`src/rtl/io_pkg.sv`:
```
// Shared types for the LED I/O block: low-power sequencer states and
// the pad policies applied while the CPU sits in WFI.
package io_pkg;

    typedef enum logic [1:0] {
        StRun,
        StSettle,
        StSleep,
        StWake
    } io_state_e;

    // Pad policy while in SLEEP
    localparam int unsigned WfiHiZ  = 0;  // release the pads (led_oe low)
    localparam int unsigned WfiHold = 1;  // drive a static level captured on entry
    localparam int unsigned WfiLow  = 2;  // drive all pads low

endpackage

```
`src/rtl/io_led_pwm_timebase.sv`:
```
// PWM timebase: prescaler producing a tick every PRESCALE cycles and a
// PWM_BITS-wide period counter advanced on each tick.
module io_led_pwm_timebase
    import io_pkg::*;
#(
    parameter int unsigned PWM_BITS = 4,
    parameter int unsigned PRESCALE = 16
) (
    input  logic                clk,
    input  logic                rst_n,
    input  logic                en,
    input  logic                clr,
    output logic                tick,
    output logic                wrap,
    output logic [PWM_BITS-1:0] cnt
);

    localparam int unsigned PresW = (PRESCALE > 1) ? $clog2(PRESCALE) : 1;
    localparam logic [PresW-1:0]    PresLast = PresW'(PRESCALE - 1);
    localparam logic [PWM_BITS-1:0] CntMax   = '1;

    logic [PresW-1:0]    presc_q;
    logic [PWM_BITS-1:0] cnt_q;

    assign tick = en & (presc_q == PresLast);
    assign wrap = tick & (cnt_q == CntMax);
    assign cnt  = cnt_q;

    // Prescaler and period counter; clr wins over en, en low freezes both
    always_ff @(posedge clk or negedge rst_n) begin
        if (!rst_n) begin
            presc_q <= '0;
            cnt_q   <= '0;
        end else if (clr) begin
            presc_q <= '0;
            cnt_q   <= '0;
        end else if (en) begin
            presc_q <= tick ? '0 : presc_q + 1'b1;
            if (tick) begin
                cnt_q <= cnt_q + 1'b1;
            end
        end
    end

endmodule

```
`src/rtl/io_led_pwm.sv`:
```
// Multi-channel LED controller: per-channel PWM with shadowed duty
// registers and a WFI sequence that finishes the PWM period, freezes the
// timebase and applies a pad policy while asleep.
module io_led_pwm
    import io_pkg::*;
#(
    parameter int unsigned NUM_LEDS = 8,
    parameter int unsigned PWM_BITS = 4,
    parameter int unsigned PRESCALE = 16,
    parameter int unsigned WFI_MODE = 0,
    parameter logic [PWM_BITS-1:0] DUTY_RST = '1,
    localparam int unsigned IDX_BITS = (NUM_LEDS > 1) ? $clog2(NUM_LEDS) : 1
) (
    input  logic                clk,
    input  logic                rst_n,
    input  logic [NUM_LEDS-1:0] led_bus,
    input  logic                duty_we,
    input  logic [IDX_BITS-1:0] duty_idx,
    input  logic [PWM_BITS-1:0] duty_wdata,
    input  logic                wfi,
    output logic [NUM_LEDS-1:0] led_out,
    output logic [NUM_LEDS-1:0] led_oe,
    output logic                wfi_ack
);

    localparam logic [PWM_BITS-1:0] DutyMax = '1;

    io_state_e           state_q;
    logic [PWM_BITS-1:0] shadow_q [NUM_LEDS];
    logic [PWM_BITS-1:0] active_q [NUM_LEDS];
    logic [NUM_LEDS-1:0] led_out_q;
    logic [NUM_LEDS-1:0] led_oe_q;
    logic [NUM_LEDS-1:0] sleep_lvl_q;
    logic                wfi_ack_q;

    logic [NUM_LEDS-1:0] pwm_on;
    logic [NUM_LEDS-1:0] shadow_nz;
    logic                tick;
    logic                wrap;
    logic                period_end;
    logic [PWM_BITS-1:0] pwm_cnt;

    io_led_pwm_timebase #(
        .PWM_BITS (PWM_BITS),
        .PRESCALE (PRESCALE)
    ) u_timebase (
        .clk   (clk),
        .rst_n (rst_n),
        .en    (state_q != StSleep),
        .clr   (state_q == StWake),
        .tick  (tick),
        .wrap  (wrap),
        .cnt   (pwm_cnt)
    );

    // Last tick of the PWM period: the point where SETTLE may go to sleep
    assign period_end = tick & (pwm_cnt == DutyMax);

    // Per-channel PWM compare; full-scale duty is solid on, zero duty is off
    always_comb begin
        pwm_on    = '0;
        shadow_nz = '0;
        for (int i = 0; i < int'(NUM_LEDS); i++) begin
            pwm_on[i]    = led_bus[i] & ((active_q[i] == DutyMax) | (pwm_cnt < active_q[i]));
            shadow_nz[i] = (shadow_q[i] != '0);
        end
    end

    // Duty registers: CPU writes the shadow, active copies it only at period
    // boundaries (and on wake) so a running period never glitches
    always_ff @(posedge clk or negedge rst_n) begin
        if (!rst_n) begin
            for (int i = 0; i < int'(NUM_LEDS); i++) begin
                shadow_q[i] <= DUTY_RST;
                active_q[i] <= DUTY_RST;
            end
        end else begin
            if (duty_we && (32'(duty_idx) < NUM_LEDS)) begin
                shadow_q[duty_idx] <= duty_wdata;
            end
            // Non-blocking read of shadow_q: a write on the wrap cycle lands next period
            if (wrap || (state_q == StWake)) begin
                for (int i = 0; i < int'(NUM_LEDS); i++) begin
                    active_q[i] <= shadow_q[i];
                end
            end
        end
    end

    // WFI sequencer with registered pad outputs and acknowledge
    always_ff @(posedge clk or negedge rst_n) begin
        if (!rst_n) begin
            state_q     <= StRun;
            led_out_q   <= '0;
            led_oe_q    <= '1;
            sleep_lvl_q <= '0;
            wfi_ack_q   <= 1'b0;
        end else begin
            // Pad policy follows the current state, so it lags state entry by one cycle
            if (state_q == StSleep) begin
                if (WFI_MODE == WfiHold) begin
                    led_out_q <= sleep_lvl_q;
                    led_oe_q  <= '1;
                end else if (WFI_MODE == WfiLow) begin
                    led_out_q <= '0;
                    led_oe_q  <= '1;
                end else begin
                    led_oe_q  <= '0;
                end
            end else begin
                led_out_q <= pwm_on;
                led_oe_q  <= '1;
            end

            unique case (state_q)
                StRun: begin
                    if (wfi) begin
                        state_q <= StSettle;
                    end
                end
                StSettle: begin
                    if (!wfi) begin
                        state_q <= StRun;
                    end else if (period_end) begin
                        state_q     <= StSleep;
                        wfi_ack_q   <= 1'b1;
                        // Level reflects the duties that the final wrap loads into active
                        sleep_lvl_q <= led_bus & shadow_nz;
                    end
                end
                StSleep: begin
                    if (!wfi) begin
                        state_q   <= StWake;
                        wfi_ack_q <= 1'b0;
                    end
                end
                StWake: begin
                    state_q <= StRun;
                end
            endcase
        end
    end

    assign led_out = led_out_q;
    assign led_oe  = led_oe_q;
    assign wfi_ack = wfi_ack_q;

endmodule
```
`config.mk`:
```
export PLATFORM = sky130hd
export DESIGN_NAME = io_led_pwm
export DESIGN_NICKNAME = d
export VERILOG_FILES = /design/src/rtl/io_pkg.sv /design/src/rtl/io_led_pwm_timebase.sv /design/src/rtl/io_led_pwm.sv
export SDC_FILE = /design/constraint.sdc
export NUM_CORES = 1
export LEC_CHECK = 0
export BUFFER_PORTS_ARGS = -buffer_cell sky130_fd_sc_hd__buf_2
export CORE_ASPECT_RATIO = 1.75
export CORE_MARGIN = 2
export CORE_UTILIZATION = 35
export DETAILED_ROUTE_END_ITERATION = 6
export PLACE_DENSITY = 0.52
export SLEW_MARGIN = 10
export SYNTH_ARGS = -nofsm -noshare
export SYNTH_HDL_FRONTEND = slang
export SYNTH_SLANG_ARGS = --single-unit
```
`constraint.sdc`:
```
create_clock -name clk -period 5 [get_ports clk]
set_input_delay 0.75 -clock clk [delete_from_list [all_inputs] [get_ports clk]]
set_output_delay 0.75 -clock clk [all_outputs]
set_load 0.005 [all_outputs]
```
==> metrics.txt <==
CTS HTree Levels=3; critical path startpoint category=flip-flop; Compound-Gate Fraction of Synth Area=10.6%; ys async rst share=between 90% and 100%; fmax=448 MHz; Starting DRT DRC Count=between 90 and 100; critical path's top delay family=flip-flops; Worst Setup Path Type=flip-flop to flip-flop; clk_skew=between 0.004 and 0.005 ns; Synthesized Nets=412; largest family of logic cells by synthesized area=simple AND/OR/NAND/NOR gates; Core Area=between 0.01 and 0.015 sq mm; final worst-path cycle share=between 40% and 50%; reg2reg setup slack=2.77 ns; Global Route met2 Usage=about a quarter; post-synthesis cell area=between 0.004 and 0.005 sq mm; ys flop type=dfstp_2; grt peak-use layer=met2; Max Fanout on Critical Path=56; critical path data arrival time=between 2 and 3 ns; Hold Path Class=primary input to async pin; CTS max path bufs=2; Netlist cell types=37; final setup vio count=0; CP Buf/Inv Count=1; Tmin final=between 2 and 2.5 ns; drt first pass iters=4; syn avg cell area=~11 sq um; CP max stage cell=dfrtp_1; final hold vios=0; max incr delay on CP=0.62 ns; number of flops mapped to enable cells by yosys=0; number of port buffers=35; die footprint=about 0.013 sq mm; Cell Chain, Critical Path=ha_1 -> nand4_2 -> o31ai_4 -> buf_4 -> mux2_1; Power Density=just over 400 mW/mm^2; Yosys top cell by area=dfstp_2; final wirelength=about 8.6 mm; clk_lat worst skew=~0.34 ns; first-pass GRT wire length=14.5 mm; # hold bufs at CTS=0; Clk pin slew, worst setup/hold paths=roughly 0.060 ns; antenna-violating nets left=0; via count=~2800; RSZ-0062 raised after global routing=no; gp weighted congestion=between 0.7 and 0.8; multiplexer fraction of the synthesized cell area=11.1%; leakage=around 0.0019 uW; Max IR drop VDD=between 0.15 and 0.2 mV; global-route met1 utilization=~18%; final setup TNS=0 ns; Hold Slack=slightly above 0.4 ns; Overall Global Routing Usage=around 15%; final routed DRC violation total=0; Final nets=442; sequential-to-total area share from yosys stat=between 50% and 60%; XOR/XNOR Fraction of Synth Area=less than 1%; largest net degree at the start of global routing=57; Synth Area in Simple Gates=between 10% and 20%; synthesis-stage register bit count=between 80 and 90; max_slew headroom=59.5%; post-synthesis adder-cell area fraction=under 10%; post-CTS setup buffer count=0; count leader, synth=dfstp_2; Slew Limit Fails=0; initial antenna violation count=0; number of diodes=0; Syn Inst Count=between 300 and 400; synth top area cells=dfstp_2 41%, dfrtp_1 11%, mux2_2 9.2%; Yosys warnings=0; worst slew pin tran=approximately 0.6 ns; CTS tree=yes; Vias/cell=5.16; Register-to-Register Path Depth=5; met3 Use GR=3.74%; Cell Rows=52; share of the synthesized area in the top cell type=between 40% and 50%; grt total ovfl=0; layout cells sized above 1=39.1%; I/O pins=36; height of the die=between 100 and 150 um; cts bufs inserted=9; RR Startpoint=u_timebase.cnt[1]$_DFFE_PN0P_; cts repair resizes=0; Synth top cells by count=65 x dfstp_2, 60 x nand2_1, 34 x mux2_2; WL/cell=~16 um; Layout area overhead=12.5%; CTS root buf=clkbuf_16; Crit. End Element=flip-flop; Max-cap violations=0; vias in the first global route=approximately 2800; Die W=around 86 um; Sink Count=84; dpl hpwl=6.17 mm; Critical R2R Capture=active_q[8]$_DFFE_PN1P_; WP data required=around 5.3 ns; Initial Util=between 30% and 40%; status=finished clean
## flip-flops by register name, indices dropped and copies added, names as in the netlist, named ones only
name and cells:
active_q 32, shadow_q 32, led_out 8, u_timebase.cnt 4, u_timebase.presc_q 4, led_oe 1
state_q 1, wfi_ack 1
## metal layers
layer | part of all wire, % | vias up
met5 | 0 | -
li1 | - | 1348
met3 | 3.6 | 9
met1 | 42 | 1363
met4 | 1.6 | 0
met2 | 52 | 49
## final cells by class
cell class	instances	area, sq um
Multi-Input combinational cell	238	1730
Clock buffer	10	229
Tap cell	135	169
Clock inverter	6	56.3
Timing Repair Buffer	38	200
Fill cell	1138	6920
Sequential cell	84	2180
Inverter	26	97.6
## worst register-to-register path: stages (launching register included)
cell and delay [ns]:
dfrtp_1 0.62, ha_1 0.27, nand4_2 0.15, o31ai_4 0.24, buf_4 0.48, mux2_1 0.41
## metrics by stage
step	util [%]	area, sq um	worst slack [ns]	instances	total power, uW
floorplan	-	4140	3.30	367	1150
global placement	37.8	4380	2.82	521	1250
detailed placement	37.8	4380	2.78	521	1270
CTS	40.2	4660	2.75	537	1920
global route	40.2	4660	2.60	537	2020
finish	40.2	4660	2.77	537	1890
## logic make-up (layout without fill, tap and decap cells)
logic type	Yosys count	count (layout)
AOI/OAI and AO/OA	72	72
and+or+nand+nor	97	97
DFF	84	84
adders and majority gates	26	26
xor gates and xnor gates	2	2
muxes	41	41
buffers and inverters	45	80
## power breakdown
part | internal (uW) | total, uW | leakage, uW | switching (uW)
registers | 841 | 946 | 0.000924 | 105
clock network | 348 | 641 | 0.000138 | 292
logic | 166 | 306 | 0.000847 | 141
## worst max path at each step
| stage | start | endpoint | slack (ns) | cells past startpoint |
|---|---|---|---|---|
| finish | u_timebase.cnt[1]$_DFFE_PN0P_ | active_q[8]$_DFFE_PN1P_ | 2.77 | 5 |
| global placement | u_timebase.cnt[1]$_DFFE_PN0P_ | active_q[24]$_DFFE_PN1P_ | 2.82 | 5 |
| global route | u_timebase.cnt[1]$_DFFE_PN0P_ | active_q[24]$_DFFE_PN1P_ | 2.60 | 5 |
| CTS | u_timebase.cnt[1]$_DFFE_PN0P_ | active_q[24]$_DFFE_PN1P_ | 2.75 | 5 |
| detailed placement | u_timebase.cnt[1]$_DFFE_PN0P_ | active_q[24]$_DFFE_PN1P_ | 2.78 | 5 |
| floorplan | u_timebase.cnt[1]$_DFFE_PN0P_ | active_q[24]$_DFFE_PN1P_ | 3.30 | 5 |
## cells in the final DEF (no fill, tap or decap), types with 2 or more instances in the layout
master	instances
a21oi_1	18
buf_2	34
buf_4	4
clkbuf_16	9
dfrtp_1	19
dfstp_2	65
ha_1	26
inv_1	25
inv_6	2
inv_8	2
mux2_1	6
mux2_2	34
nand2_1	60
nand2b_1	11
nand3_1	2
nand4_1	10
nand4b_1	4
nor3_1	2
nor3b_2	2
o2111ai_1	8
o211ai_1	9
o21ai_0	11
o21ai_1	20
o31ai_1	3
Note: power is estimated with default switching activity, not from simulation.
